File: config.mk
export PLATFORM = sky130hd
export DESIGN_NAME = adc_poll_seq
export DESIGN_NICKNAME = d
export VERILOG_FILES = /design/src/rtl/adc_poll_seq.sv
export SDC_FILE = /design/constraint.sdc
export NUM_CORES = 1
export LEC_CHECK = 0
export BUFFER_PORTS_ARGS = -buffer_cell sky130_fd_sc_hd__buf_2
export CELL_PAD_IN_SITES_DETAIL_PLACEMENT = 1
export CELL_PAD_IN_SITES_GLOBAL_PLACEMENT = 1
export CORE_ASPECT_RATIO = 1.25
export CORE_MARGIN = 3
export CORE_UTILIZATION = 38
export CTS_CLUSTER_SIZE = 25
export DETAILED_ROUTE_END_ITERATION = 16
export PLACE_DENSITY_LB_ADDON = 0.1
export SLEW_MARGIN = 20
export SYNTH_ARGS = -nofsm -noshare
export SYNTH_HDL_FRONTEND = slang
export SYNTH_SLANG_ARGS = --single-unit
File: constraint.sdc
create_clock -name clk -period 3.2 [get_ports clk]
set_clock_uncertainty 0.2 [all_clocks]
set_input_delay 0.48 -clock clk [delete_from_list [all_inputs] [get_ports clk]]
set_output_delay 0.48 -clock clk [all_outputs]
set_load 0.02 [all_outputs]
File: src/rtl/adc_poll_seq.sv
// Round-robin ADC poller: drives a 16-bit SPI master and returns one result per channel frame.
// It generates sclk, issues a per-channel command word and strobes each result for one cycle.
module adc_poll_seq #(
    parameter int unsigned CLK_DIV  = 8,
    parameter int unsigned NUM_CH   = 2,
    parameter int unsigned RES_BITS = 10,
    parameter int unsigned GAP_CYC  = 16,
    parameter int unsigned TIMEOUT  = 4096
) (
    input  logic                clk,
    input  logic                rst_n,
    input  logic                en,
    output logic                sclk,
    output logic                spi_xmit,
    output logic [15:0]         tx_data,
    input  logic [15:0]         rx_data,
    input  logic                ss,
    output logic [RES_BITS-1:0] sample,
    output logic [1:0]          sample_ch,
    output logic                sample_valid,
    output logic                err,
    output logic                busy
);

    localparam logic [2:0] StIdle     = 3'd0;
    localparam logic [2:0] StLoad     = 3'd1;
    localparam logic [2:0] StStart    = 3'd2;
    localparam logic [2:0] StWaitLow  = 3'd3;
    localparam logic [2:0] StWaitHigh = 3'd4;
    localparam logic [2:0] StStore    = 3'd5;
    localparam logic [2:0] StGap      = 3'd6;

    localparam int unsigned TW = $clog2(TIMEOUT + 1);
    localparam int unsigned GW = (GAP_CYC > 1) ? $clog2(GAP_CYC) : 1;

    logic [2:0]          state_q, state_d;
    logic [1:0]          ch_q, ch_d;
    logic [7:0]          div_q;
    logic                sclk_q;
    logic [TW-1:0]       to_q;
    logic [GW-1:0]       gap_q;
    logic [15:0]         tx_q;
    logic [RES_BITS-1:0] sample_q;
    logic [1:0]          sample_ch_q;
    logic                err_q;
    logic                timeout;
    logic                to_last;
    logic                gap_last;
    logic [2:0]          after_gap;
    logic [2:0]          after_frame;
    logic                unused_rx;

    assign unused_rx = ^rx_data;

    assign to_last   = (to_q == TW'(TIMEOUT - 1));
    assign gap_last  = (gap_q == GW'(GAP_CYC - 1));
    assign after_gap = en ? StLoad : StIdle;
    // With no gap configured the GAP state is skipped entirely.
    assign after_frame = (GAP_CYC == 0) ? after_gap : StGap;

    always_comb begin
        state_d = state_q;
        ch_d    = ch_q;
        timeout = 1'b0;
        unique case (state_q)
            StIdle:     if (en) state_d = StLoad;
            StLoad:     state_d = StStart;
            StStart:    state_d = StWaitLow;
            StWaitLow: begin
                if (!ss) state_d = StWaitHigh;
                else if (to_last) timeout = 1'b1;
            end
            StWaitHigh: begin
                if (ss) state_d = StStore;
                else if (to_last) timeout = 1'b1;
            end
            StStore: begin
                ch_d    = (ch_q == 2'(NUM_CH - 1)) ? 2'd0 : ch_q + 2'd1;
                state_d = after_frame;
            end
            StGap:      if (gap_last) state_d = after_gap;
            default:    state_d = StIdle;
        endcase
        // Abort keeps the channel so the same one is retried.
        if (timeout) state_d = after_frame;
    end

    always_ff @(posedge clk or negedge rst_n) begin
        if (!rst_n) begin
            state_q     <= StIdle;
            ch_q        <= 2'd0;
            div_q       <= 8'd0;
            sclk_q      <= 1'b0;
            to_q        <= '0;
            gap_q       <= '0;
            tx_q        <= 16'h0000;
            sample_q    <= '0;
            sample_ch_q <= 2'd0;
            err_q       <= 1'b0;
        end else begin
            state_q <= state_d;
            ch_q    <= ch_d;

            if (state_d == StIdle) begin
                div_q  <= 8'd0;
                sclk_q <= 1'b0;
            end else if (div_q == 8'(CLK_DIV - 1)) begin
                div_q  <= 8'd0;
                sclk_q <= ~sclk_q;
            end else begin
                div_q <= div_q + 8'd1;
            end

            if (state_q == StStart) begin
                to_q <= '0;
            end else if (state_q == StWaitLow || state_q == StWaitHigh) begin
                to_q <= to_q + TW'(1);
            end

            gap_q <= (state_q == StGap) ? gap_q + GW'(1) : '0;

            if (state_d == StLoad && state_q != StLoad) begin
                tx_q <= {3'b011, ch_d, 11'b0};
            end

            // Capture on entry to STORE so the result is valid alongside the strobe.
            if (state_d == StStore && state_q != StStore) begin
                sample_q    <= rx_data[RES_BITS-1:0];
                sample_ch_q <= ch_q;
            end

            if (timeout) err_q <= 1'b1;
        end
    end

    assign sclk         = sclk_q;
    assign spi_xmit     = !(state_q == StStart || state_q == StWaitLow);
    assign tx_data      = tx_q;
    assign sample       = sample_q;
    assign sample_ch    = sample_ch_q;
    assign sample_valid = (state_q == StStore);
    assign err          = err_q;
    assign busy         = (state_q == StStart) || (state_q == StWaitLow) ||
                          (state_q == StWaitHigh) || (state_q == StStore);

endmodule

**After elaboration in Yosys (flattened, before gate mapping)**

Index checks and enable logic that the tools add are counted.

- Add/sub/neg operators: 4
- Equality and inequality tests: 14
- Multiplexer cells: 20
- Bitwise gates (word level): 1
- Reductions and logical operators: 11

Operators by type and width:

| operator | count |
|---|---|
| $mux 13 | 2 |
| $pmux 3 s7 | 1 |
| $mux 8 | 2 |
| $mux 3 | 5 |
| $add 13x1->13 const B | 1 |
| $eq 13x12->1 const B | 1 |
| $eq 3x3->1 const B | 4 |
| $add 8x1->8 const B | 1 |
| $eq 8x3->1 const B | 1 |
| $eq 3x1->1 const B | 2 |
| $eq 3x2->1 const B | 2 |
| $logic_not 3->1 | 2 |
| $mux 1 | 6 |
| $add 4x1->4 const B | 1 |
| $eq 4x4->1 const B | 1 |
| $logic_or 1x1->1 | 4 |
| $mux 2 | 2 |
| $mux 4 | 1 |
| $reduce_bool 2->1 | 2 |
| $ne 3x1->1 const B | 1 |
| $ne 3x3->1 const B | 1 |
| $add 2x1->2 const B | 1 |
| $eq 2x1->1 const B | 1 |
| $logic_and 1x1->1 | 2 |
| 3 further kinds | 3 |

- Bits in registers: 47
- Input port bits: 20
- Output and inout port bits: 33
- Logic and storage cells: 60

**Longest topological paths before layout**

Gate-level depths: netlist of run 1.

- Word-level depth: 7
- Depth in mapped cells: 6
- Mapped depth without buffers: 5

**Worst setup path after synthesis of run 1**

OpenSTA, ideal clock, no wires.

- Path kind: reg-to-reg
- Start: reg state_q[0]
- End: reg sample_q[0], in the netlist sample[0]
- Arrival time: 1432 ps
- Data required time: 2875 ps
- Slack: 1443 ps
- Cell stages (with the launch flop): 5
- Buffers on the path: 1
- Cells stage by stage: dfrtp_1 > or3b_4 > nor2_4 > buf_12 > mux2_4

- Cells in the longest elaborated chain, start to end: 5
- Elaborated cells on any way between the ends: 17

Ends and longest elaborated chain:

| item | line | source |
|---|---|---|
| start: declaration | 36 | `logic [2:0] state_q, state_d;` |
| start signal: assignment | 90 | `state_q <= StIdle;` |
| start signal: assignment | 101 | `state_q <= state_d;` |
| $eq 3x3->1 (tied with other cells) | 65 | `unique case (state_q)` |
| $pmux 3 s7 or $pmux 1 s2 (tied branches) | 65 |  |
| $mux 3 | 85 | `if (timeout) state_d = after_frame;` |
| $eq 3x3->1 | 127 | `if (state_d == StStore && state_q != StStore) begin` |
| $logic_and 1x1->1 (*) | 127 |  |
| end signal: assignment | 128 | `sample_q <= rx_data[RES_BITS-1:0];` |
| end: declaration | 43 | `logic [RES_BITS-1:0] sample_q;` |

Every way passes the cells marked *; elsewhere a longest branch is shown, timed or not.
A chain may end at the register's enable or synchronous reset.

**Worst setup path in the final report of run 1**

- Start: reg state_q[1]
- End: out sample_valid

- Cells in the longest elaborated chain, start to end: 1

Ends and longest elaborated chain:

| item | line | source |
|---|---|---|
| $eq 3x3->1 | 141 | `assign sample_valid = (state_q == StStore);` |
| end: declaration | 20 | `output logic sample_valid,` |

Every way passes these cells.

==> reports/qor.csv, run 1 <==
metric,value,unit
status,completed,
vias in the first global route,1840,
hpwl dp,3870,um
Tcrit/Tclk final,79.6,%
Final Cell Area,2870,um2
CTS Hold Bufs,1,
worst reg2reg startpoint,state_q[2],
placed instance area,2730,um2
"reg-to-reg slack, setup",0.95,ns
Detailed Routing Iterations Pass 1,4,
Antenna Violating Nets Remaining,0,
largest net degree at the start of global routing,37,
Worst IR Drop VDD,0.000287,V
die area,7750,um2
drt wl/cell,15.2,um
area grow syn2layout,12.4,%
vias per cell,5.09,
Leak,1.31,nW
Die Wd,79.3,um
r2r worst-path depth,3,
First DRT Iteration DRCs,45,
CTS tree,yes,
Startpoint Class,flip-flop,
Worst Hold Path EP,sample[6],
Yosys cell types,53,
"non-filler cells, final",364,
Hold WC Path Type,primary input to flip-flop,
fin util,45.4,%
setup violators final,0,
DIE HEIGHT,97.7,um
Async SR Flop Fraction,100,%
# rows,32,
initial core utilization,40.4,%
DP Cell Count,355,
IO Count,53,
via count,1852,
Reg area,1180,um2
Max clock buf depth,2,
Syn Std Cell Area,2550,um2
Multi-input gate area,1230,um2
Final Critical Period,2.55,ns
drt drc,0,
first-pass GRT wire length,9290,um
hold wc startpoint,rx_data[6],
Clock Pin Slew Worst Setup and Hold Paths,0.09,ns
final setup TNS,0,ns
layout cell share with drive strength beyond 1,25.8,%
number of synthesized flops with an enable pin,0,
port bufs,34,
Crit Path Max Fanout,21,
Hold Path Depth,2,
Max H-tree Level,2,
RSZ-0062 raised after global routing,no,
# fillers,746,
final WL,5530,um
clock sinks,47,
required time of the critical path,2.52,ns
root buffer cell,clkbuf_8,
top_reg_cell synth,dfrtp_1,
endpoint class of the critical path,output pin,
leading area contributor after synthesis,dfrtp_1,
Synth warnings,0,
clk_lat worst skew,0.30,ns
ranking of synthesized cells by area,"dfrtp_1 46%, mux2_4 5.9%, buf_4 4.4%",
RR Endpoint,sample[1],
Slew @ Worst Pin,0.543,ns
sequential area share after synthesis,46.0,%
aggregate global-route resource usage,14.9,%
dpl ws,0.955,ns
total CTS buffers,5,
"flops & latches, synth",47,
"count leader, synth",dfrtp_1,
hold slack,0.214,ns
PnR worst setup slack,0.653,ns
Max Cap Viol,0,
Power Total,2.45,mW
diode count,0,
post_cts resized,0,
Max Freq,393,MHz
Hold Fails Final Rpt,0,
core area,6330,um2
pwr dens,853,nW/um2
setup bufs post-CTS,0,
initial antenna violation count,0,
area share of the largest cell type after synthesis,46.0,%
Mean Syn Cell Area,10.4,um2
Arrival @ worst endpoint,1.87,ns
most instantiated cells after synthesis,"47 x dfrtp_1, 20 x nor2_1, 16 x nand2_1",
fin. max-slew vios,0,
max_slew headroom,63.7,%
kind of critical path,flip-flop to output pin,
GP Congestion,0.716,
nets,301,
GR Overflow Total,0,
cells after synthesis,246,
[cell families (layout without fill, tap and decap cells)]
logic type / after synthesis / count (layout) / share of synthesized area [%]
and+or+nand+nor: 90 / 90 / 19.6
xor gates and xnor gates: 10 / 10 / 3.43
adders and majority gates: 3 / 3 / 1.47
AOI/OAI and AO/OA: 48 / 48 / 13.0
muxes: 17 / 17 / 8.81
DFF: 47 / 47 / 46.0
buffers and inverters: 30 / 52 / 7.49
other: 1 / 12 / 0.147
[placed cells by master, fill, tap and decap left out, drive strengths merged, types with 6 or more instances in the layout]
master,n
o21ai,9
nand3,10
buf,38
o21a,6
and3,6
nor2b,9
xnor2,7
conb,12
clkbuf,6
a21oi,12
nand2,17
mux2,14
dfrtp,47
nor2,21
[worst max-delay path by stage]
stage	startpoint	depth (start not counted)	endpoint
6_report	state_q[1]	4	sample_valid
5_1_grt	state_q[1]	4	sample_valid
4_1_cts	state_q[1]	4	sample_valid
3_5_place_dp	state_q[2]	3	sample[1]
3_3_place_gp	state_q[2]	3	sample[1]
2_1_floorplan	state_q[0]	4	sample[0]
[area by class of cell]
class | instances | area share (%)
Inverter | 5 | 0.653
Clock inverter | 2 | 2.09
Timing Repair Buffer | 39 | 7.32
Sequential cell | 47 | 40.9
Tap cell | 85 | 3.70
Multi-Input combinational cell | 180 | 42.8
Clock buffer | 6 | 2.53
[per-layer routing]
metal	vias up	routed length (um)	global-route usage [%]
met4	0	51	3.44
li1	904	-	-
met1	910	2650	20.5
met3	5	158	2.50
met2	33	2670	24.3
met5	-	0	0
[report_power, final]
part	internal [mW]	total, mW	switching (mW)
clock	0.312	0.514	0.202
sequential	0.751	0.911	0.161
combinational	0.438	1.03	0.587
total	1.50	2.45	0.949
[worst max-delay path: stages (launching register included)]
cell and delay (ns):
dfrtp_1 0.55, buf_4 0.29, nor2b_1 0.27, and2_1 0.26
buf_2 0.20
[state kept, by name, summed over array words and instances, names as in the netlist]
register,count
to_q,13
sclk,1
tx_data,3
state_q,3
ch_q,2
sample,10
gap_q,4
err,1
div_q,8
sample_ch,2
No activity file was read; power rests on OpenSTA's default activity.
==> inputs of run 2 (changes only) <==
clock period = 2.15 ns   (was 3.2 ns; I/O delays follow)
==> reports/qor.csv, run 2 (synthesis results as in run 1) <==
metric,value,unit,change
status,completed,,
# rows,32,,unchanged
GR Overflow Total,0,,unchanged
Clock Pin Slew Worst Setup and Hold Paths,0.09,ns,about the same
Tcrit/Tclk final,94.2,%,
drt wl/cell,14.9,um,-1.6%
Leak,1.33,nW,+1.5%
via count,1862,,+0.54%
Crit Path Max Fanout,12,,-43%
hpwl dp,3920,um,+1.4%
Clock Power Share,15.4,%,-5.6 points
first-pass GRT wire length,9400,um,+1.2%
Arrival @ worst endpoint,1.50,ns,-0.37 ns
clock sinks,47,,unchanged
layout cell share with drive strength beyond 1,28.2,%,+2.4 points
Die Wd,79.3,um,unchanged
Switch Pwr,1.43,mW,+51%
Max H-tree Level,2,,unchanged
placed instance area,2800,um2,+2.7%
"leading cell types in the layout, fill and taps excluded","47 x dfrtp_1, 34 x buf_2, 20 x nor2_1",,
drt drc,0,,unchanged
# fillers,758,,+1.6%
PnR worst setup slack,0.124,ns,-0.529 ns
DIE HEIGHT,97.7,um,unchanged
internal power,2.06,mW,+37%
clk_lat worst skew,0.30,ns,about the same
setup violators final,0,,unchanged
vias per cell,5.01,,-1.6%
CTS tree,yes,,
Startpoint Class,flip-flop,,
Hold WC Path Type,primary input to flip-flop,,
Switching Share,41.0,%,+2.3 points
Worst IR Drop VDD,0.000399,V,+39%
Flop pwr share,36.9,%,-0.3 points
core area,6330,um2,unchanged
GP Congestion,0.719,,+0.46%
Detailed Routing Iterations Pass 1,4,,unchanged
setup bufs post-CTS,0,,unchanged
aggregate global-route resource usage,15.2,%,+0.33 points
endpoint class of the critical path,output pin,,
RSZ-0062 raised after global routing,no,,
initial antenna violation count,0,,unchanged
initial core utilization,40.4,%,unchanged
max reg flops,13,,unchanged
nets,309,,+2.7%
required time of the critical path,1.63,ns,-0.89 ns
hold slack,0.0461,ns,-0.168 ns
area grow syn2layout,13.6,%,
kind of critical path,flip-flop to output pin,,
die area,7750,um2,unchanged
Final Critical Period,2.03,ns,
Max Cap Viol,0,,unchanged
Hold Path Depth,2,,unchanged
final setup TNS,0,ns,unchanged
port bufs,34,,unchanged
Reg with most FFs,to_q,,
post_cts resized,0,,unchanged
First DRT Iteration DRCs,51,,+13%
final WL,5560,um,+0.58%
CTS Hold Bufs,1,,unchanged
root buffer cell,clkbuf_8,,
Max Freq,494,MHz,
dpl ws,0.186,ns,-0.769 ns
Comb pwr share,47.7,%,+5.9 points
IO Count,53,,unchanged
total CTS buffers,5,,unchanged
Antenna Violating Nets Remaining,0,,unchanged
diode count,0,,unchanged
fin. max-slew vios,0,,unchanged
vias in the first global route,1918,,+4.2%
r2r worst-path depth,5,,+2
Max clock buf depth,2,,unchanged
Hold Fails Final Rpt,0,,unchanged
pwr dens,1200,nW/um2,+41%
"most common cell after layout, fill and taps aside",dfrtp_1,,
largest net degree at the start of global routing,48,,+30%
Final Cell Area,2900,um2,+1.0%
## run 2: final cells by class
cell class | count | area (um2) | area share (%)
Clock buffer | 5 | 68.8 | 2.37
Clock inverter | 3 | 20.0 | 0.690
Inverter | 5 | 18.8 | 0.647
Multi-Input combinational cell | 180 | 1230 | 42.3
Sequential cell | 47 | 1180 | 40.5
Tap cell | 85 | 106 | 3.67
Timing Repair Buffer | 47 | 283 | 9.75
## run 2: metrics by stage
step	instances	power, mW	utilization, %
6_report	372	3.49	45.9
3_3_place_gp	363	2.94	44.3
5_1_grt	372	3.77	45.9
4_1_cts	372	3.55	45.9
3_5_place_dp	363	2.99	44.3
2_1_floorplan	257	2.51	-
## run 2: path summary, 6_finish.rpt
check / startpoint / to / slack, ns
max in group asynchronous: rst_n / to_q[2] / 1.15
max: state_q[2] / busy / 0.12
min in group asynchronous: rst_n / sample[3] / 0.35
max reg2reg: gap_q[0] / tx_data[11] / 0.22
min reg2reg: err / err / 0.27
min: rx_data[3] / sample[3] / 0.05
## run 2: power groups by stage
stage          Combinational, mW  Sequential, mW  Clock (mW)
2_1_floorplan               1.07            1.44           0
4_1_cts                     1.69            1.30       0.566
6_report                    1.66            1.29       0.538
3_3_place_gp                1.64            1.30           0
5_1_grt                     1.83            1.33       0.606
3_5_place_dp                1.68            1.31           0
## run 2: layer usage
metal	up-vias	wire length [um]	GRT usage, %
met2	34	2760	24.9
met1	902	2510	20.2
met5	-	0	0
met4	0	64	4.37
met3	5	220	3.15
li1	921	-	-
## run 2: critical path, stage by stage, from the launching register on
cell      delay, ns
dfrtp_1        0.42
buf_4          0.19
nor2b_1        0.14
buf_4          0.15
nand2b_1       0.13
buf_2          0.16
